[src/rtl/instr_fetch_unit.sv]
// instr_fetch_unit
//   Fetch front end: reads a little-endian 32-bit instruction one byte per
//   cycle from a byte-wide synchronous memory, reassembles it and offers it
//   to decode together with its byte address. Branch/jump resolution can
//   redirect the fetch address at any time.
//
//   Optional feature macro: IFU_ALIGN_CHECK_EN
//     defined   : a misaligned redirect target sets the sticky fetch_fault and
//                 parks the unit until reset.
//     undefined : redirect_pc[1:0] is forced to 00 and fetch_fault stays 0.
//
//   Ports
//     clk, reset      rising-edge clock, asynchronous active-high reset
//     mem_en/mem_addr byte read request (registered)
//     mem_rdata       read byte, valid the cycle after its request
//     instr_valid/instr_ready/instr/instr_pc  decode handshake
//     redirect_valid/redirect_pc  new fetch address
//     fetch_fault     sticky misaligned-redirect flag
//
//   Handshake: instr/instr_pc are held stable while instr_valid is high; a
//   word transfers on the clock edge where instr_valid && instr_ready, and
//   instr_ready is ignored while instr_valid is low.
module instr_fetch_unit #(
  parameter int                    ADDR_WIDTH = 10,
  parameter logic [ADDR_WIDTH-1:0] RESET_PC   = '0
) (
  input  logic                  clk,
  input  logic                  reset,
  output logic                  mem_en,
  output logic [ADDR_WIDTH-1:0] mem_addr,
  input  logic [7:0]            mem_rdata,
  output logic                  instr_valid,
  input  logic                  instr_ready,
  output logic [31:0]           instr,
  output logic [ADDR_WIDTH-1:0] instr_pc,
  input  logic                  redirect_valid,
  input  logic [ADDR_WIDTH-1:0] redirect_pc,
  output logic                  fetch_fault
);

  // The state register names what the unit does at the next clock edge:
  // ISSUE drives the byte request for the following cycle, CAPTURE is the
  // request-free cycle where the last byte is still returning, HOLD presents
  // the word (or raises instr_valid on its first visit).
  typedef enum logic [1:0] {
    ISSUE   = 2'd0,
    CAPTURE = 2'd1,
    HOLD    = 2'd2
  } state_t;

  state_t                state_q, state_d;
  logic [1:0]            idx_q, idx_d;
  logic [ADDR_WIDTH-1:0] pc_q, pc_d;

  // Requests take two edges to come back: the request register is loaded on
  // one edge, the memory registers the byte on the next, and the byte is
  // captured on the edge after that. Two tag stages track which lane is due.
  logic                  req1_v_q, req1_v_d;
  logic [1:0]            req1_lane_q, req1_lane_d;
  logic                  req2_v_q, req2_v_d;
  logic [1:0]            req2_lane_q, req2_lane_d;

  logic                  mem_en_d;
  logic [ADDR_WIDTH-1:0] mem_addr_d;
  logic                  instr_valid_d;
  logic [31:0]           instr_d;
  logic [ADDR_WIDTH-1:0] instr_pc_d;
  logic                  fault_d;
  logic [ADDR_WIDTH-1:0] target;
  logic                  redirect_bad;

  always_ff @(posedge clk or posedge reset) begin
    if (reset) begin
      state_q     <= ISSUE;
      idx_q       <= 2'd0;
      pc_q        <= RESET_PC;
      req1_v_q    <= 1'b0;
      req1_lane_q <= 2'd0;
      req2_v_q    <= 1'b0;
      req2_lane_q <= 2'd0;
      mem_en      <= 1'b0;
      mem_addr    <= RESET_PC;
      instr_valid <= 1'b0;
      instr       <= 32'd0;
      instr_pc    <= RESET_PC;
      fetch_fault <= 1'b0;
    end else begin
      state_q     <= state_d;
      idx_q       <= idx_d;
      pc_q        <= pc_d;
      req1_v_q    <= req1_v_d;
      req1_lane_q <= req1_lane_d;
      req2_v_q    <= req2_v_d;
      req2_lane_q <= req2_lane_d;
      mem_en      <= mem_en_d;
      mem_addr    <= mem_addr_d;
      instr_valid <= instr_valid_d;
      instr       <= instr_d;
      instr_pc    <= instr_pc_d;
      fetch_fault <= fault_d;
    end
  end

  always_comb begin
    state_d       = state_q;
    idx_d         = idx_q;
    pc_d          = pc_q;
    req1_v_d      = 1'b0;
    req1_lane_d   = req1_lane_q;
    req2_v_d      = req1_v_q;
    req2_lane_d   = req1_lane_q;
    mem_en_d      = 1'b0;
    mem_addr_d    = mem_addr;
    instr_valid_d = instr_valid;
    instr_d       = instr;
    instr_pc_d    = instr_pc;
    fault_d       = fetch_fault;

`ifdef IFU_ALIGN_CHECK_EN
    target       = redirect_pc;
    redirect_bad = (redirect_pc[1:0] != 2'b00);
`else
    target       = redirect_pc & ~ADDR_WIDTH'(3);
    redirect_bad = 1'b0;
`endif

    if (fetch_fault) begin
      // Parked until reset; redirects and handshakes are ignored.
      instr_valid_d = 1'b0;
      req2_v_d      = 1'b0;
    end else if (redirect_valid && redirect_bad) begin
      fault_d       = 1'b1;
      instr_valid_d = 1'b0;
      req2_v_d      = 1'b0;
    end else if (redirect_valid) begin
      // Start the new word immediately; bytes still in flight from the old
      // address are dropped by clearing both tag stages.
      pc_d          = target;
      mem_en_d      = 1'b1;
      mem_addr_d    = target;
      req1_v_d      = 1'b1;
      req1_lane_d   = 2'd0;
      req2_v_d      = 1'b0;
      idx_d         = 2'd1;
      state_d       = ISSUE;
      instr_valid_d = 1'b0;
    end else begin
      if (req2_v_q) begin
        instr_d[{req2_lane_q, 3'b000} +: 8] = mem_rdata;
      end
      case (state_q)
        ISSUE: begin
          mem_en_d    = 1'b1;
          mem_addr_d  = pc_q + ADDR_WIDTH'(idx_q);
          req1_v_d    = 1'b1;
          req1_lane_d = idx_q;
          idx_d       = idx_q + 2'd1;
          if (idx_q == 2'd3) begin
            state_d = CAPTURE;
          end
        end
        CAPTURE: begin
          state_d = HOLD;
        end
        HOLD: begin
          if (instr_valid && instr_ready) begin
            // Accepted: the first request of the next word goes out now.
            pc_d          = pc_q + ADDR_WIDTH'(4);
            mem_en_d      = 1'b1;
            mem_addr_d    = pc_q + ADDR_WIDTH'(4);
            req1_v_d      = 1'b1;
            req1_lane_d   = 2'd0;
            idx_d         = 2'd1;
            state_d       = ISSUE;
            instr_valid_d = 1'b0;
          end else begin
            // The last byte lands on this same edge, so the word is complete.
            instr_valid_d = 1'b1;
            instr_pc_d    = pc_q;
          end
        end
        default: begin
          state_d = ISSUE;
          idx_d   = 2'd0;
        end
      endcase
    end
  end

endmodule

[config.mk]
export PLATFORM = sky130hd
export DESIGN_NAME = instr_fetch_unit
export DESIGN_NICKNAME = d
export VERILOG_FILES = /design/src/rtl/instr_fetch_unit.sv
export SDC_FILE = /design/constraint.sdc
export NUM_CORES = 1
export LEC_CHECK = 0
export CAP_MARGIN = 5
export CORE_UTILIZATION = 35
export DETAILED_ROUTE_END_ITERATION = 7
export PLACE_DENSITY_LB_ADDON = 0.05
export SLEW_MARGIN = 20
export SYNTH_ARGS = -nofsm -noshare
export SYNTH_HDL_FRONTEND = slang
export SYNTH_SLANG_ARGS = --single-unit
[constraint.sdc]
create_clock -name clk -period 3 [get_ports clk]
set_clock_uncertainty 0.15 [all_clocks]
set_input_delay 0.9 -clock clk [delete_from_list [all_inputs] [get_ports clk]]
set_output_delay 0.9 -clock clk [all_outputs]
set_load 0.05 [all_outputs]
=== Word level (Yosys, flattened, before mapping) ===
Index checks and enable logic that the tools add are counted.

* Bits in registers: 73
* Latch bits: 0
* Memory bits (writable): 0
* ROM bits: 0
* Input port bits: 22
* Output and inout bits: 55
* Word-level logic and storage cells: 58
* Memories kept: 0

* Add/subtract/negate cells: 4
* Multiply operators: 0
* Div/mod/pow operators: 0
* Order comparisons: 0
* Eq/ne operators: 6
* Shift operators: 2
* Muxes and demuxes: 22
* Bitwise operators: 2
* Reductions and logical operators: 11

{| class="wikitable"
|+ Operators with widths
! cell !! count
|-
| $mux 10 || 4
|-
| $bwmux 32 || 1
|-
| $shift 8x7->32 const A || 1
|-
| $shiftx 8x7->32 || 1
|-
| $pmux 10 s2 || 1
|-
| $mux 2 || 6
|-
| $pmux 2 s3 || 2
|-
| $add 10x2->10 || 1
|-
| $add 10x3->10 const B || 1
|-
| $reduce_and 2->1 || 5
|-
| $neg 5->7 || 1
|-
| $mux 1 || 6
|-
| $ne 3x3->1 const B || 2
|-
| $eq 2x2->1 const B || 2
|-
| $pmux 2 s2 || 1
|-
| $reduce_bool 2->1 || 2
|-
| $reduce_and 3->1 || 1
|-
| $reduce_bool 3->1 || 1
|-
| $add 2x1->2 const B || 1
|-
| $eq 2x1->1 const B || 1
|-
| $logic_not 2->1 || 1
|-
| $ne 2x2->1 const B || 1
|-
| $not 1->1 || 2
|-
| $pmux 1 s2 || 1
|-
| $logic_and 1x1->1 || 1
|}

=== Longest topological paths before layout ===
Gate-level depths: netlist (run 1).

* Word-level depth: 4
* Mapped depth: 6
* Depth with buffers taken out: 5

=== Worst setup path before layout (run 1) ===
OpenSTA, ideal clock, no wires.

* Kind: input -> register
* Start: input instr_ready
* End: register mem_addr[8]
* Library setup time: 118 ps
* Data arrival time: 1789 ps
* Required time: 2732 ps
* Slack: 943 ps
* Stages on the path: 5
* Path buffers: 1
* Cells stage by stage: a21boi_4 or2_1 buf_6 o311a_1 a21o_1

* Cells in the longest elaborated chain, start to end: 3

{| class="wikitable"
|+ RTL lines
! element !! RTL line !! source
|-
| start, declared || 33 || <nowiki>input logic instr_ready,</nowiki>
|-
| $logic_and 1x1->1 || 166 || <nowiki>if (instr_valid && instr_ready) begin</nowiki>
|-
| $ne 3x3->1 (no line) || - ||
|-
| $reduce_and 2->1 (no line) || - ||
|-
| end signal, assigned || 96 || <nowiki>mem_addr <= mem_addr_d;</nowiki>
|-
| end, declared || 30 || <nowiki>output logic [ADDR_WIDTH-1:0] mem_addr,</nowiki>
|}

Every way passes these cells.
A chain may end at the register's enable or synchronous reset.

=== Worst setup path in the final report (run 1) ===
* Start: register instr_valid
* End: output instr_valid

{| class="wikitable"
|+ RTL lines
! element !! RTL line !! source
|-
| start, declared || 32 || <nowiki>output logic instr_valid,</nowiki>
|-
| start signal, assigned || 97 || <nowiki>instr_valid <= instr_valid_d;</nowiki>
|}

No word-level cell between the ends.

==> results of run 1 <==
routing by layer:
| metal | up-vias | wire length [µm] | global-route usage, % |
|---|---|---|---|
| li1 | 1066 | - | - |
| met1 | 1087 | 3300 | 21.6 |
| met2 | 55 | 3260 | 27.1 |
| met3 | 12 | 299 | 3.75 |
| met4 | 0 | 113 | 7.20 |
| met5 | - | 0 | 0 |
worst paths after layout:
| check | depth (start not counted) | start | to | slack (ns) |
|---|---|---|---|---|
| worst min-delay path | 0 | req1_lane_q[1]$_DFFE_PP0P_ | req2_lane_q[1]$_DFF_PP0_ | 0.23 |
| max in group asynchronous | 3 | reset | instr_pc[9]$_DFFE_PP0P_ | 1.33 |
| worst max register to register | 5 | req2_lane_q[0]$_DFF_PP0_ | instr[21]$_DFFE_PP0P_ | 0.75 |
| min in group asynchronous | 2 | reset | mem_addr[6]$_DFFE_PP0P_ | 0.74 |
| worst max-delay path | 1 | instr_valid$_DFFE_PP0P_ | instr_valid | 0.26 |
| worst min register to register | 0 | req1_lane_q[1]$_DFFE_PP0P_ | req2_lane_q[1]$_DFF_PP0_ | 0.23 |
cell families (layout without fill, tap and decap cells):
family                   after synthesis  after routing
AO/OA/AOI/OAI                         70             70
XOR/XNOR                               9              9
adder cells (fa/ha/maj)                7              7
buffers and inverters                 21            101
flip-flops                            69             69
multiplexers                          13             13
other                                  1              3
AND/OR/NAND/NOR                       61             61
registers in the layout, indices dropped and copies added, names as in the netlist, 2 cells and up:
| register | flops |
|---|---|
| pc_q | 8 |
| req1_lane_q | 2 |
| req2_lane_q | 2 |
| state_q | 2 |
| idx_q | 2 |
| instr | 32 |
| mem_addr | 10 |
| instr_pc | 8 |
cell usage in the layout (no fill, tap or decap), types with 3 or more instances in the layout:
cell,Yosys,final
a21oi_1,9,9
a22o_1,33,33
buf_4,3,7
clkbuf_8,0,11
clkdlybuf4s50_1,0,71
conb_1,1,3
dfrtp_1,69,69
ha_1,7,7
inv_1,7,6
mux2_2,9,9
mux2i_1,4,4
nand2_1,24,24
nand3_1,4,4
nor2_1,7,7
nor3_1,6,6
nor4_4,3,3
o21ai_0,13,13
xnor2_1,7,7
power by group:
group          switching [mW]  total (mW)  internal, mW  leakage, nW
Combinational            1.05        1.64         0.594        0.772
Clock                   0.345       0.770         0.425       0.0947
Sequential              0.168        1.33          1.16        0.896
Total                    1.56        3.74          2.18         1.76
layout make-up:
cell class	instances	area (µm²)
clock inverters	3	45.0
multi-input cells	163	1220
fillers	768	4260
inverters	7	26.3
flip-flops and latches	69	1730
repair buffers	79	783
clock buffers	12	155
well taps	105	131
cells in the mapped netlist (all sizes together) (5+ instances only):
master / count
dfrtp: 69
nor3: 6
o21ai: 13
nand2: 25
buf: 10
inv: 7
a21oi: 9
mux2: 9
xnor2: 7
nor4: 5
nor2: 8
ha: 7
a22o: 33
stage by stage:
step | utilization (%) | hold slack (ns) | power, mW | worst slack (ns) | cells
2_1_floorplan | - | 0.204 | 2.47 | 0.210 | 253
3_3_place_gp | 46.6 | 0.212 | 2.99 | 0.182 | 423
3_5_place_dp | 46.6 | 0.218 | 3.01 | 0.136 | 423
4_1_cts | 49.0 | 0.233 | 3.79 | 0.245 | 438
5_1_grt | 49.0 | 0.244 | 3.93 | 0.220 | 438
6_report | 49.0 | 0.234 | 3.74 | 0.256 | 438
==> key figures, run 1 <==
Run status
  • Status: completed

Clock network
  • Root Driver: clkbuf_8
  • H-tree level count: 3
  • CTS Hold Bufs: 0
  • Post-CTS Setup Bufs: 0
  • CTS Buffer Depth: 2
  • CTS buffer count: 9
  • TritonCTS clock tree: done
  • Post-cts resize count: 0
  • Clk slew on worst S/H paths: 0.07 ns
  • Clk sinks: 69
  • Skew-Pair Late Insertion Delay: approximately 0.34 ns

Final layout
  • Fin area: around 4000 µm²
  • Antenna Cells: 0
  • P&R area growth vs syn: 34.0%
  • Final net count: 358
  • Layout cell share with drive strength beyond 1: 12.0%

Logic synthesis
  • Fraction of registers with async set/reset: 100%
  • Syn_area_per_cell: 12.1 µm²
  • Post-synth top flop: dfrtp_1
  • Multiplexer area fraction after synthesis: between 4 and 5%
  • Top cell type's share of synthesized area: 56.7%
  • Post-synthesis xor/xnor area fraction: 2.59%
  • Post-synthesis compound-gate area fraction: 17.6%
  • YS warnings: 0
  • Synth Register Bits: 69
  • Synth Area in Adders: 2.87%
  • Simple-Gate Fraction of Synth Area: 11.9%
  • Post-Syn Area: 3050 µm²
  • Cells after synthesis: 251
  • Top cells by area, synth: dfrtp_1 (57%), a22o_1 (9.5%), mux2_2 (3.3%), nand2_1 (3.0%), ha_1 (2.9%)
  • Largest family of logic cells by synthesized area: compound AO/OA/AOI/OAI gates
  • Sequential element share of the synthesized area: 56.7%
  • Post-synth EDFFs: 0
  • Unique masters post-synth: 45
  • Cell accounting for the most synthesized area: dfrtp_1

STA
  • Final Max Slew Viols: 0
  • Final hold vios: 0
  • Max-slew headroom: 60.8%
  • Min Tclk post-route: 2.74 ns
  • Fmax achieved: approximately 360 MHz
  • Slew @ Worst Pin: 0.584 ns
  • Fin Setup TNS: 0 ns
  • Final setup fails: 0
  • RSZ-0062 raised after global routing: false
  • Final Cycle Share: 91.5%

Critical path
  • Crit-path max cell delay: 0.86 ns
  • Endpoint class of the critical path: output port
  • CP Class: register to output port
  • Startpoint Class: register
  • Buf/Inv on CP: 1
  • Critical-path cell list: clkdlybuf4s50_1
  • CP arrival: 1.69 ns
  • CP max FO: 7
  • CP max-delay cell: clkdlybuf4s50_1
  • Delay-heaviest family, CP: buffers and inverters
  • Worst path required time: between 1.5 and 2 ns

Placed design
  • DP HPWL: roughly 4900 µm
  • GP Congestion: 0.733
  • Port buffer count: 71
  • Area after DPL: 3880 µm²

Floorplan
  • Initial Util: 36.5%
  • DIE HEIGHT: 95.3 µm
  • Core area: 8340 µm²
  • IO Count: 77
  • Row Count: 33
  • Die ar.: around 9000 µm²
  • Horiz. Die Dim: 95.3 µm

Detailed routing
  • WL final: 6970 µm
  • Pre-antenna DRT Iters: 4
  • Routed WL per cell: roughly 16 µm
  • Final ANT Viol Nets: 0
  • Via count: approximately 2200
  • Vias/cell: 5.07
  • Residual DRC: 0
  • 1st-iter DRT viols: 48

Power and ir drop
  • Pwr Density: 916 nW/µm²
  • Leakage: 1.76 nW
  • VDD IR max: roughly 0.00036 V

Global routing
  • Largest net degree at the start of global routing: 33
  • First-pass GRT wire length: 11300 µm
  • Total gr overflow: 0
  • Gr usage total: between 10% and 20%
  • Initial antenna violation count: 0
  • Vias in the first global route: 2164

Flow run
  • Max-cap viol count: 0

Worst hold path
  • Hold Path Class: register to register
No activity file was read; power rests on OpenSTA's default activity.
==> run 2, diff against run 1 <==
--- a/config.mk
+++ b/config.mk
@@ -9,6 +9,7 @@
 export CORE_UTILIZATION = 35
 export DETAILED_ROUTE_END_ITERATION = 7
 export PLACE_DENSITY_LB_ADDON = 0.05
+export RECOVER_POWER = 25
 export SLEW_MARGIN = 20
 export SYNTH_ARGS = -nofsm -noshare
 export SYNTH_HDL_FRONTEND = slang
==> run 2 against run 1 <==
Compared with the run above:
- sequential share of layout area up 0.16 points
- sequential power barely moved
- first-iteration DRC count grew 4.2%
- final cell count is the same
- die area unchanged
- global-route usage unchanged
- combinational power hardly changed
- sequential cell count unchanged
- setup slack got worse by 0.0047 ns
- utilization is 0.18 points lower
- register-to-register slack is essentially flat
- via count fell by 0.18%
- critical endpoint unchanged
==> key figures, run 2 (synthesis results as in run 1) <==
Global routing
  • Initial antenna violation count: 0
  • Gr usage total: 16.8%
  • Total gr overflow: 0
  • Largest net degree at the start of global routing: 33
  • First-pass GRT wire length: 11300 µm
  • Vias in the first global route: 2164

STA
  • Final setup fails: 0
  • Slew @ Worst Pin: 0.791 ns
  • Fin Setup TNS: 0 ns
  • RSZ-0062 raised after global routing: false
  • Hold slack: 0.234 ns
  • Fmax achieved: 364 MHz
  • Final hold vios: 0
  • Min Tclk post-route: around 2.7 ns
  • Final Cycle Share: roughly nine tenths
  • Final Max Slew Viols: 0
  • Max-slew headroom: 47.2%

Detailed routing
  • 1st-iter DRT viols: 50
  • Residual DRC: 0
  • Via count: 2216
  • Pre-antenna DRT Iters: 4
  • Vias/cell: 5.06
  • WL final: 6990 µm
  • Routed WL per cell: 16.0 µm
  • Final ANT Viol Nets: 0

Clock network
  • Skew-Pair Late Insertion Delay: 0.34 ns
  • Root Driver: clkbuf_8
  • CTS Hold Bufs: 0
  • Post-cts resize count: 0
  • Clk slew on worst S/H paths: 0.07 ns
  • Clk sinks: 69
  • CTS buffer count: 9
  • TritonCTS clock tree: done
  • CTS Buffer Depth: 2
  • H-tree level count: 3
  • Post-CTS Setup Bufs: 0

Placed design
  • Area after DPL: 3880 µm²
  • DP HPWL: 4920 µm
  • Port buffer count: 71
  • GP Congestion: 0.733

Critical path
  • Reg2Reg Depth: 5
  • R2R Path End: instr[21]$_DFFE_PP0P_
  • Buf/Inv on CP: 1
  • FF-to-FF Start: req2_lane_q[0]$_DFF_PP0_
  • CP arrival: 1.70 ns
  • Delay-heaviest family, CP: buffers and inverters
  • Crit-path max cell delay: 0.86 ns
  • CP max FO: 7
  • Endpoint class of the critical path: output port
  • Startpoint Class: register
  • Instance count on the critical path: 1
  • Worst path required time: 1.95 ns
  • Critical-path cell list: clkdlybuf4s50_1
  • R2r setup slk: about 0.75 ns
  • CP Class: register to output port
  • CP max-delay cell: clkdlybuf4s50_1

Power and ir drop
  • Pwr Density: 919 nW/µm²
  • Clock share of power: 20.6%
  • VDD IR max: roughly 0.00036 V
  • Sw power: 1.56 mW
  • Combinational share of power: 43.8%
  • Flop pwr share: a little over a third
  • Cell internal pwr: 2.18 mW
  • Pwr Total: 3.74 mW
  • Sw Ratio: around two fifths
  • Leakage: 1.76 nW

Worst hold path
  • Min-Delay Endpoint: req2_lane_q[1]$_DFF_PP0_
  • Hold Path Class: register to register
  • Hold depth: 0
  • Hold path startpoint: req1_lane_q[1]$_DFFE_PP0P_

Run status
  • Status: completed

Final layout
  • Final net count: 358
  • Top reg by flops: instr
  • Most frequent cells in the layout: clkdlybuf4s50_1 (70), dfrtp_1 (69), a22o_1 (33)
  • Fin area: 4070 µm²
  • Fill cell count: 770
  • Top Registers: instr (32), mem_addr (10)
  • Most common cell after layout, fill and taps aside: clkdlybuf4s50_1
  • Layout cell share with drive strength beyond 1: 11.7%
  • Antenna Cells: 0
  • Max reg flops: 32
  • P&R area growth vs syn: 33.5%

Floorplan
  • Row Count: 33
  • Die ar.: 9090 µm²
  • DIE HEIGHT: between 90 and 100 µm
  • IO Count: 77
  • Horiz. Die Dim: about 95 µm
  • Core area: approximately 8300 µm²
  • Initial Util: 36.5%

Flow run
  • Max-cap viol count: 0
-- run 2: changes by cell type in the layout (fill, tap and decap cells not counted) --
cell / previous run / this run
inv_1: 6 / 7
clkbuf_2: 0 / 1
clkdlybuf4s50_1: 71 / 70
inv_2: 1 / 0
dlygate4sd3_1: 0 / 1
buf_12: 1 / 0
-- run 2: worst max-delay path by stage --
stage / startpoint / end / slack [ns]
global placement: redirect_valid / instr[2]$_DFFE_PP0P_ / 0.18
finish: instr_valid$_DFFE_PP0P_ / instr_valid / 0.25
CTS: instr_valid$_DFFE_PP0P_ / instr_valid / 0.25
global route: reset / instr[11]$_DFFE_PP0P_ / 0.14
floorplan: reset / idx_q[0]$_DFFE_PP0P_ / 0.21
detailed placement: redirect_valid / instr[3]$_DFFE_PP0P_ / 0.14
-- run 2: area by class of cell --
| cell class | count | area, µm² | area share [%] |
|---|---|---|---|
| Inverter | 7 | 26.3 | 0.646 |
| Multi-Input combinational cell | 163 | 1220 | 29.9 |
| Clock buffer | 12 | 155 | 3.81 |
| Clock inverter | 3 | 45.0 | 1.11 |
| Timing Repair Buffer | 79 | 768 | 18.9 |
| Tap cell | 105 | 131 | 3.23 |
| Sequential cell | 69 | 1730 | 42.4 |
-- run 2: power by group through the flow --
stage	clock, mW	sequential, mW	combinational [mW]
after global placement	0	1.35	1.64
after global routing	0.832	1.36	1.73
after floorplan	0	1.98	0.490
after detailed placement	0	1.35	1.66
final	0.771	1.33	1.64
after CTS	0.790	1.33	1.66
-- run 2: per-stage QoR --
step / setup WS, ns / cells / utilization (%)
final: 0.251 / 438 / 48.8
after global routing: 0.136 / 438 / 48.8
after CTS: 0.245 / 438 / 49.0
after detailed placement: 0.136 / 423 / 46.6
after global placement: 0.182 / 423 / 46.6
after floorplan: 0.210 / 253 / -
-- run 2: metal layers --
layer	routed length [µm]	vias up	global-route usage, %
li1	-	1066	-
met1	3310	1083	21.6
met2	3260	54	27.1
met3	297	13	3.75
met4	125	0	7.20
met5	0	-	0
